===== config.mk =====
export PLATFORM = sky130hd
export DESIGN_NAME = cnt1_arbiter_flat
export DESIGN_NICKNAME = d
export VERILOG_FILES = /design/src/rtl/cnt1_arbiter_if.sv /design/src/rtl/cnt1_arbiter.sv /design/src/flat_wrapper.sv
export SDC_FILE = /design/constraint.sdc
export NUM_CORES = 1
export LEC_CHECK = 0
export BUFFER_PORTS_ARGS = -buffer_cell sky130_fd_sc_hd__buf_2
export CORE_AREA = 4 4 173 175
export CTS_BUF_LIST = sky130_fd_sc_hd__clkbuf_8
export CTS_CLUSTER_DIAMETER = 100
export CTS_CLUSTER_SIZE = 30
export DETAILED_ROUTE_END_ITERATION = 10
export DIE_AREA = 0 0 177 179
export PLACE_DENSITY_LB_ADDON = 0.25
export SYNTH_ARGS = -nofsm -noshare
export SYNTH_HDL_FRONTEND = slang
export SYNTH_SLANG_ARGS = --single-unit

===== constraint.sdc =====
create_clock -name clk -period 2.4 [get_ports clk]
set_clock_uncertainty 0.05 [all_clocks]
set_input_delay 0.48 -clock clk [delete_from_list [all_inputs] [get_ports clk]]
set_output_delay 0.48 -clock clk [all_outputs]
set_load 0.005 [all_outputs]

===== src/rtl/cnt1_arbiter_if.sv =====
// Handshake bundle between the two vector sources, the arbiter and the
// popcount stage. The arbiter uses the slave view; whatever feeds the sources
// and consumes the popcount-side beats uses the master view.
interface cnt1_arbiter_if #(
   parameter int BUS_WIDTH    = 128,
   parameter int VEC_ID_WIDTH = 16
);
   logic [BUS_WIDTH-1:0]    a_Vector;
   logic [VEC_ID_WIDTH-1:0] a_ID;
   logic                    a_Valid;
   logic                    a_Last;
   logic                    a_Ready;

   logic [BUS_WIDTH-1:0]    b_Vector;
   logic [VEC_ID_WIDTH-1:0] b_ID;
   logic                    b_Valid;
   logic                    b_Last;
   logic                    b_Ready;

   logic [BUS_WIDTH-1:0]    dn_Vector;
   logic [VEC_ID_WIDTH-1:0] dn_ID;
   logic                    dn_Src;
   logic                    dn_Valid;
   logic                    dn_Last;
   logic                    dn_Ready;

   modport master (
      output a_Vector, a_ID, a_Valid, a_Last,
      output b_Vector, b_ID, b_Valid, b_Last,
      input  a_Ready, b_Ready,
      input  dn_Vector, dn_ID, dn_Src, dn_Valid, dn_Last,
      output dn_Ready
   );

   modport slave (
      input  a_Vector, a_ID, a_Valid, a_Last,
      input  b_Vector, b_ID, b_Valid, b_Last,
      output a_Ready, b_Ready,
      output dn_Vector, dn_ID, dn_Src, dn_Valid, dn_Last,
      input  dn_Ready
   );
endinterface


===== src/rtl/cnt1_arbiter.sv =====
// Vector-granular round-robin arbiter in front of the popcount stage.
// A grant lasts for a whole vector (SUB_VECTOR_NO beats) so sub-vectors of
// the two sources never interleave; the winner is tagged on dn_Src and a
// merged end-of-batch flag is produced once both sources have sent Last.
module cnt1_arbiter #(
   parameter int VECTOR_WIDTH  = 920,
   parameter int BUS_WIDTH     = 128,
   parameter int SUB_VECTOR_NO = (VECTOR_WIDTH + BUS_WIDTH - 1) / BUS_WIDTH,
   parameter int VEC_ID_WIDTH  = 16
) (
   input logic           clk,
   input logic           rstn,
   cnt1_arbiter_if.slave bus
);
   localparam int BEAT_CNT_WIDTH = (SUB_VECTOR_NO > 1) ? $clog2(SUB_VECTOR_NO) : 1;
   localparam logic [BEAT_CNT_WIDTH-1:0] LAST_BEAT = BEAT_CNT_WIDTH'(SUB_VECTOR_NO - 1);

   typedef enum logic [1:0] {IDLE, GRANT_A, GRANT_B} state_t;

   state_t                    state;
   logic [BEAT_CNT_WIDTH-1:0] r_Beat;
   logic                      r_LastWinner;
   logic                      r_DoneA;
   logic                      r_DoneB;

   logic [BUS_WIDTH-1:0]      r_dnVector;
   logic [VEC_ID_WIDTH-1:0]   r_dnId;
   logic                      r_dnSrc;
   logic                      r_dnValid;
   logic                      r_dnLast;

   logic                      load_en;
   logic                      xfer_a;
   logic                      xfer_b;
   logic                      xfer;
   logic                      final_beat;
   logic                      sel_last;
   logic                      dn_last_next;
   logic                      done_a_next;
   logic                      done_b_next;
   logic                      req_a;
   logic                      req_b;
   logic                      arb_en;
   logic                      grant_a;
   logic                      grant_b;
   logic [BUS_WIDTH-1:0]      sel_vector;
   logic [VEC_ID_WIDTH-1:0]   sel_id;

   // Handshake, end-of-vector / end-of-batch detection and the next grant.
   // Done flags are looked at in their post-update form so a source that just
   // finished its last vector is already masked at the grant-switch edge.
   always_comb begin
      load_en      = !r_dnValid || bus.dn_Ready;
      xfer_a       = (state == GRANT_A) && load_en && bus.a_Valid;
      xfer_b       = (state == GRANT_B) && load_en && bus.b_Valid;
      xfer         = xfer_a || xfer_b;
      final_beat   = (r_Beat == LAST_BEAT);
      sel_vector   = xfer_b ? bus.b_Vector : bus.a_Vector;
      sel_id       = xfer_b ? bus.b_ID : bus.a_ID;
      sel_last     = xfer && final_beat && (xfer_b ? bus.b_Last : bus.a_Last);
      dn_last_next = sel_last && (xfer_b ? r_DoneA : r_DoneB);
      done_a_next  = r_DoneA;
      done_b_next  = r_DoneB;
      if (dn_last_next) begin
         done_a_next = 1'b0;
         done_b_next = 1'b0;
      end else if (sel_last) begin
         if (xfer_b) begin
            done_b_next = 1'b1;
         end else begin
            done_a_next = 1'b1;
         end
      end
      req_a   = bus.a_Valid && !done_a_next;
      req_b   = bus.b_Valid && !done_b_next;
      arb_en  = load_en && ((state == IDLE) || (xfer && final_beat));
      grant_a = req_a && (!req_b || r_LastWinner);
      grant_b = req_b && (!req_a || !r_LastWinner);
   end

   // Ready only opens towards the granted source, and only when the output
   // register is free to take the beat.
   assign bus.a_Ready   = load_en && (state == GRANT_A);
   assign bus.b_Ready   = load_en && (state == GRANT_B);
   assign bus.dn_Vector = r_dnVector;
   assign bus.dn_ID     = r_dnId;
   assign bus.dn_Src    = r_dnSrc;
   assign bus.dn_Valid  = r_dnValid;
   assign bus.dn_Last   = r_dnLast;

   // Grant FSM, beat counter, batch bookkeeping and the output register.
   always_ff @(posedge clk or negedge rstn) begin
      if (!rstn) begin
         state        <= IDLE;
         r_Beat       <= '0;
         r_LastWinner <= 1'b1;
         r_DoneA      <= 1'b0;
         r_DoneB      <= 1'b0;
         r_dnVector   <= '0;
         r_dnId       <= '0;
         r_dnSrc      <= 1'b0;
         r_dnValid    <= 1'b0;
         r_dnLast     <= 1'b0;
      end else begin
         r_DoneA <= done_a_next;
         r_DoneB <= done_b_next;
         if (xfer) begin
            r_Beat <= final_beat ? '0 : r_Beat + BEAT_CNT_WIDTH'(1);
         end
         if (arb_en) begin
            if (grant_a) begin
               state        <= GRANT_A;
               r_LastWinner <= 1'b0;
            end else if (grant_b) begin
               state        <= GRANT_B;
               r_LastWinner <= 1'b1;
            end else begin
               state <= IDLE;
            end
         end
         if (load_en) begin
            if (xfer) begin
               r_dnVector <= sel_vector;
               r_dnId     <= sel_id;
               r_dnSrc    <= xfer_b;
               r_dnValid  <= 1'b1;
               r_dnLast   <= dn_last_next;
            end else begin
               r_dnValid <= 1'b0;
               r_dnLast  <= 1'b0;
            end
         end
      end
   end
endmodule


===== src/flat_wrapper.sv =====
// flat-port wrapper written by rule: the top's interface ports become plain ports
module cnt1_arbiter_flat 
#(
   parameter int VECTOR_WIDTH  = 920,
   parameter int BUS_WIDTH     = 128,
   parameter int SUB_VECTOR_NO = (VECTOR_WIDTH + BUS_WIDTH - 1) / BUS_WIDTH,
   parameter int VEC_ID_WIDTH  = 16
)
  (clk, rstn, bus_a_Vector, bus_a_ID, bus_a_Valid, bus_a_Last, bus_b_Vector, bus_b_ID, bus_b_Valid, bus_b_Last, bus_a_Ready, bus_b_Ready, bus_dn_Vector, bus_dn_ID, bus_dn_Src, bus_dn_Valid, bus_dn_Last, bus_dn_Ready);
  cnt1_arbiter_if #(.BUS_WIDTH(BUS_WIDTH), .VEC_ID_WIDTH(VEC_ID_WIDTH)) bus_i ();
  input logic clk;
  input logic rstn;
  input wire logic [$bits(bus_i.a_Vector)-1:0] bus_a_Vector;
  input wire logic [$bits(bus_i.a_ID)-1:0] bus_a_ID;
  input wire logic [$bits(bus_i.a_Valid)-1:0] bus_a_Valid;
  input wire logic [$bits(bus_i.a_Last)-1:0] bus_a_Last;
  input wire logic [$bits(bus_i.b_Vector)-1:0] bus_b_Vector;
  input wire logic [$bits(bus_i.b_ID)-1:0] bus_b_ID;
  input wire logic [$bits(bus_i.b_Valid)-1:0] bus_b_Valid;
  input wire logic [$bits(bus_i.b_Last)-1:0] bus_b_Last;
  output wire logic [$bits(bus_i.a_Ready)-1:0] bus_a_Ready;
  output wire logic [$bits(bus_i.b_Ready)-1:0] bus_b_Ready;
  output wire logic [$bits(bus_i.dn_Vector)-1:0] bus_dn_Vector;
  output wire logic [$bits(bus_i.dn_ID)-1:0] bus_dn_ID;
  output wire logic [$bits(bus_i.dn_Src)-1:0] bus_dn_Src;
  output wire logic [$bits(bus_i.dn_Valid)-1:0] bus_dn_Valid;
  output wire logic [$bits(bus_i.dn_Last)-1:0] bus_dn_Last;
  input wire logic [$bits(bus_i.dn_Ready)-1:0] bus_dn_Ready;
  assign bus_i.a_Vector = bus_a_Vector;
  assign bus_i.a_ID = bus_a_ID;
  assign bus_i.a_Valid = bus_a_Valid;
  assign bus_i.a_Last = bus_a_Last;
  assign bus_i.b_Vector = bus_b_Vector;
  assign bus_i.b_ID = bus_b_ID;
  assign bus_i.b_Valid = bus_b_Valid;
  assign bus_i.b_Last = bus_b_Last;
  assign bus_a_Ready = bus_i.a_Ready;
  assign bus_b_Ready = bus_i.b_Ready;
  assign bus_dn_Vector = bus_i.dn_Vector;
  assign bus_dn_ID = bus_i.dn_ID;
  assign bus_dn_Src = bus_i.dn_Src;
  assign bus_dn_Valid = bus_i.dn_Valid;
  assign bus_dn_Last = bus_i.dn_Last;
  assign bus_i.dn_Ready = bus_dn_Ready;
  cnt1_arbiter #(.VECTOR_WIDTH(VECTOR_WIDTH), .BUS_WIDTH(BUS_WIDTH), .SUB_VECTOR_NO(SUB_VECTOR_NO), .VEC_ID_WIDTH(VEC_ID_WIDTH)) u_core (.clk(clk), .rstn(rstn), .bus(bus_i));
endmodule

==> impl_metrics.env <==
export IMPL_clk_latency_ns=0.44
export IMPL_grt_usage=0.1399
export IMPL_ys_ff_latch=155
export IMPL_cts_hold_buf=1
export IMPL_fin_crit_sh=0.8523
export IMPL_synth_fp_nets=994
export IMPL_cts_resized=0
export IMPL_hpwl_um=18170
export IMPL_status="finished clean"
export IMPL_whs_path_depth=3
export IMPL_r2r_start="u_core.r_Beat[0]"
export IMPL_post_route_drc_count=0
export IMPL_path_class="flop to output port"
export IMPL_drv_cap=0
export IMPL_synth_edf_count=0
export IMPL_synth_warnings=0
export IMPL_die_h_um=179
export IMPL_hp_class="input pin to flop"
export IMPL_max_freq_mhz=488.9
export IMPL_die_w_um=177
export IMPL_rr_worst_depth=7
export IMPL_yosys_top_cells_area="dfrtp_1 (52%), mux2i_1 (20%), a21oi_1 (9.8%), nor2_1 (7.4%), buf_2 (2.1%)"
export IMPL_synthTopCellsByCount="dfrtp_1 (154), nor2_1 (146), a21oi_1 (145), mux2i_1 (145), buf_2 (31)"
export IMPL_r2r_end="u_core.state[1]"
export IMPL_clkTransAtPathRegs_ns=0.11
export IMPL_grt_pass1_wl_um=35030
export IMPL_syn_inst=697
export IMPL_slew_viol_final=0
export IMPL_firstDrtPassIters=4
export IMPL_numCtsBuffers=17
export IMPL_clk_root_buffer_cell="clkbuf_8"
export IMPL_cts_tree="yes"
export IMPL_wirelength_um=23560
export IMPL_tns_ns=0
export IMPL_max_slew_worst_pin_slew_ns=0.5487
export IMPL_clkSinkCount=155
export IMPL_ys_seq_area_frac=0.5242
export IMPL_gr_total_overflow=0
export IMPL_synthFlopType="dfrtp_1"
export IMPL_mappedNetlistArea_sq_um=7402
export IMPL_avgRoutedWirePerCell_um=15.34
export IMPL_finalHoldViolCount=0
export IMPL_grt_setup_unrepaired="no"
export IMPL_diodes=0
export IMPL_grt_max_degree=69
export IMPL_holdPathEnd="u_core.bus.dn_Vector[113]"
export IMPL_nFillCells=2928
export IMPL_final_area_sq_um=10460
export IMPL_antenna_found_initial=0
export IMPL_start_util=0.2600
export IMPL_async_reset_ff_frac=1.000
export IMPL_io_pins=444
export IMPL_final_antenna_net_count=0
export IMPL_final_min_clock_period_ns=2.045
export IMPL_synth_cell_types=36
export IMPL_yosysTopAreaCellShare=0.5206
export IMPL_reg2reg_slack_ns=0.41
export IMPL_leakage_nw=4.804
export IMPL_layout_drive_gt1_share=0.4427
export IMPL_maxSlewHeadroom=0.6303
export IMPL_first_iter_violations=299
export IMPL_syn2layout_area_growth_pct=41.36
export IMPL_die_area_sq_um=31680
export IMPL_postCtsSetupBuffers=0
export IMPL_fin_nets=1436
export IMPL_vias_per_cell=4.289
export IMPL_ctsHtreeMaxLevel=4
export IMPL_placed_area_sq_um=10080
export IMPL_port_buffers=443
export IMPL_hold_path_startpoint="bus_a_Vector[113]"
export IMPL_end_kind="output port"
export IMPL_cts_buffer_depth=2
export IMPL_vdd_drop_max_mv=0.3704
export IMPL_crit_arrival_ns=1.52
export IMPL_via_count=6588
export IMPL_rows=62
export IMPL_cp_required_ns=1.87
export IMPL_syn_avg_cell_area_sq_um=10.62
export IMPL_grt_pass1_vias=6599
export IMPL_setup_viol=0
export IMPL_p_per_area_nw_per_um2=1115
export IMPL_globalplace_congestion=0.8373
export IMPL_core_sq_um=28470
export IMPL_start_kind="flop"
export IMPL_synth_most_common_cell="dfrtp_1"
export IMPL_critPathMaxFanout=6
export IMPL_synth_top_cell_by_area="dfrtp_1"
cell type report:
class                   instances  area [sq um]  share of cell area
well taps                     384         480.5             0.04592
clock inverters                15         138.9             0.01327
flip-flops and latches        155          3880              0.3708
inverters                       4         15.01            0.001435
clock buffers                  17         234.0             0.02236
multi-input cells             488          3114              0.2976
repair buffers                473          2601              0.2486
worst max-delay path, cell delays in order, from the launching register on:
cell and delay, ns:
dfrtp_1 0.40, and2b_1 0.29, nor3b_1 0.24, buf_2 0.15
layer usage:
layer	up-vias	part of all wire	global-route usage	wire length, um
met5	-	0	0	0
met4	0	0.014	0.03675	323
met3	20	0.095	0.04218	2244
met2	307	0.51	0.2479	11900
met1	2951	0.39	0.1658	9086
li1	3310	-	-	-
worst max-delay path by stage:
stage,startpoint,cells after the start,end
6_report,u_core.bus.dn_Valid,3,bus_a_Ready
5_1_grt,u_core.bus.dn_Valid,3,bus_a_Ready
4_1_cts,u_core.bus.dn_Valid,3,bus_a_Ready
3_5_place_dp,bus_dn_Ready,7,u_core.bus.dn_Vector[119]
3_3_place_gp,bus_dn_Ready,7,u_core.bus.dn_Vector[119]
2_1_floorplan,u_core.r_Beat[0],7,u_core.state[1]
state kept, by name, indices dropped and copies added, names as in the netlist:
name	cells
u_core.bus.dn_ID	16
u_core.bus.dn_Last	1
u_core.bus.dn_Src	1
u_core.bus.dn_Valid	1
u_core.bus.dn_Vector	128
u_core.r_Beat	3
u_core.r_DoneA	1
u_core.r_DoneB	1
u_core.r_LastWinner	1
u_core.state	2
kinds of logic (layout without fill, tap and decap cells):
kind of cell / Yosys count / after routing / synth area share
AND/OR/NAND/NOR: 182 / 182 / 0.1063
AO/OA/AOI/OAI: 159 / 159 / 0.1139
flip-flops: 155 / 155 / 0.5242
multiplexers: 145 / 145 / 0.1961
buffers and inverters: 54 / 509 / 0.05612
adder cells (fa/ha/maj): 2 / 2 / 0.003380
cell usage in the layout, fill, tap and decap left out, drive strengths merged, types with 4 or more instances in the layout:
cell      Yosys  final
dfrtp       154    154
nor2        147    147
clkinvlp      0      6
buf          49    472
nand2b        4      4
mux2i       145    145
nand2        15     15
nand3         4      4
o21ai         4      4
clkbuf        1     17
inv           4     10
a21oi       146    146
stage by stage:
stage                     utilization  cells  power, mW  worst slack (ns)  hold slack (ns)
after floorplan                     -    697      7.548            0.7146           0.1344
after global placement         0.3541   1503      9.792            0.3047           0.3992
after detailed placement       0.3541   1503      9.894            0.2743           0.4089
after CTS                      0.3675   1536      11.90            0.2778           0.2320
after global routing           0.3675   1536      12.75            0.2490           0.2448
final                          0.3675   1536      11.67            0.3546           0.2781
power by group:
group	internal, mW	switching (mW)	total [mW]
clock network	0.836	1.09	1.93
registers	3.90	0.699	4.60
logic	2.44	2.70	5.15
Power figures use the tool's default switching activity.
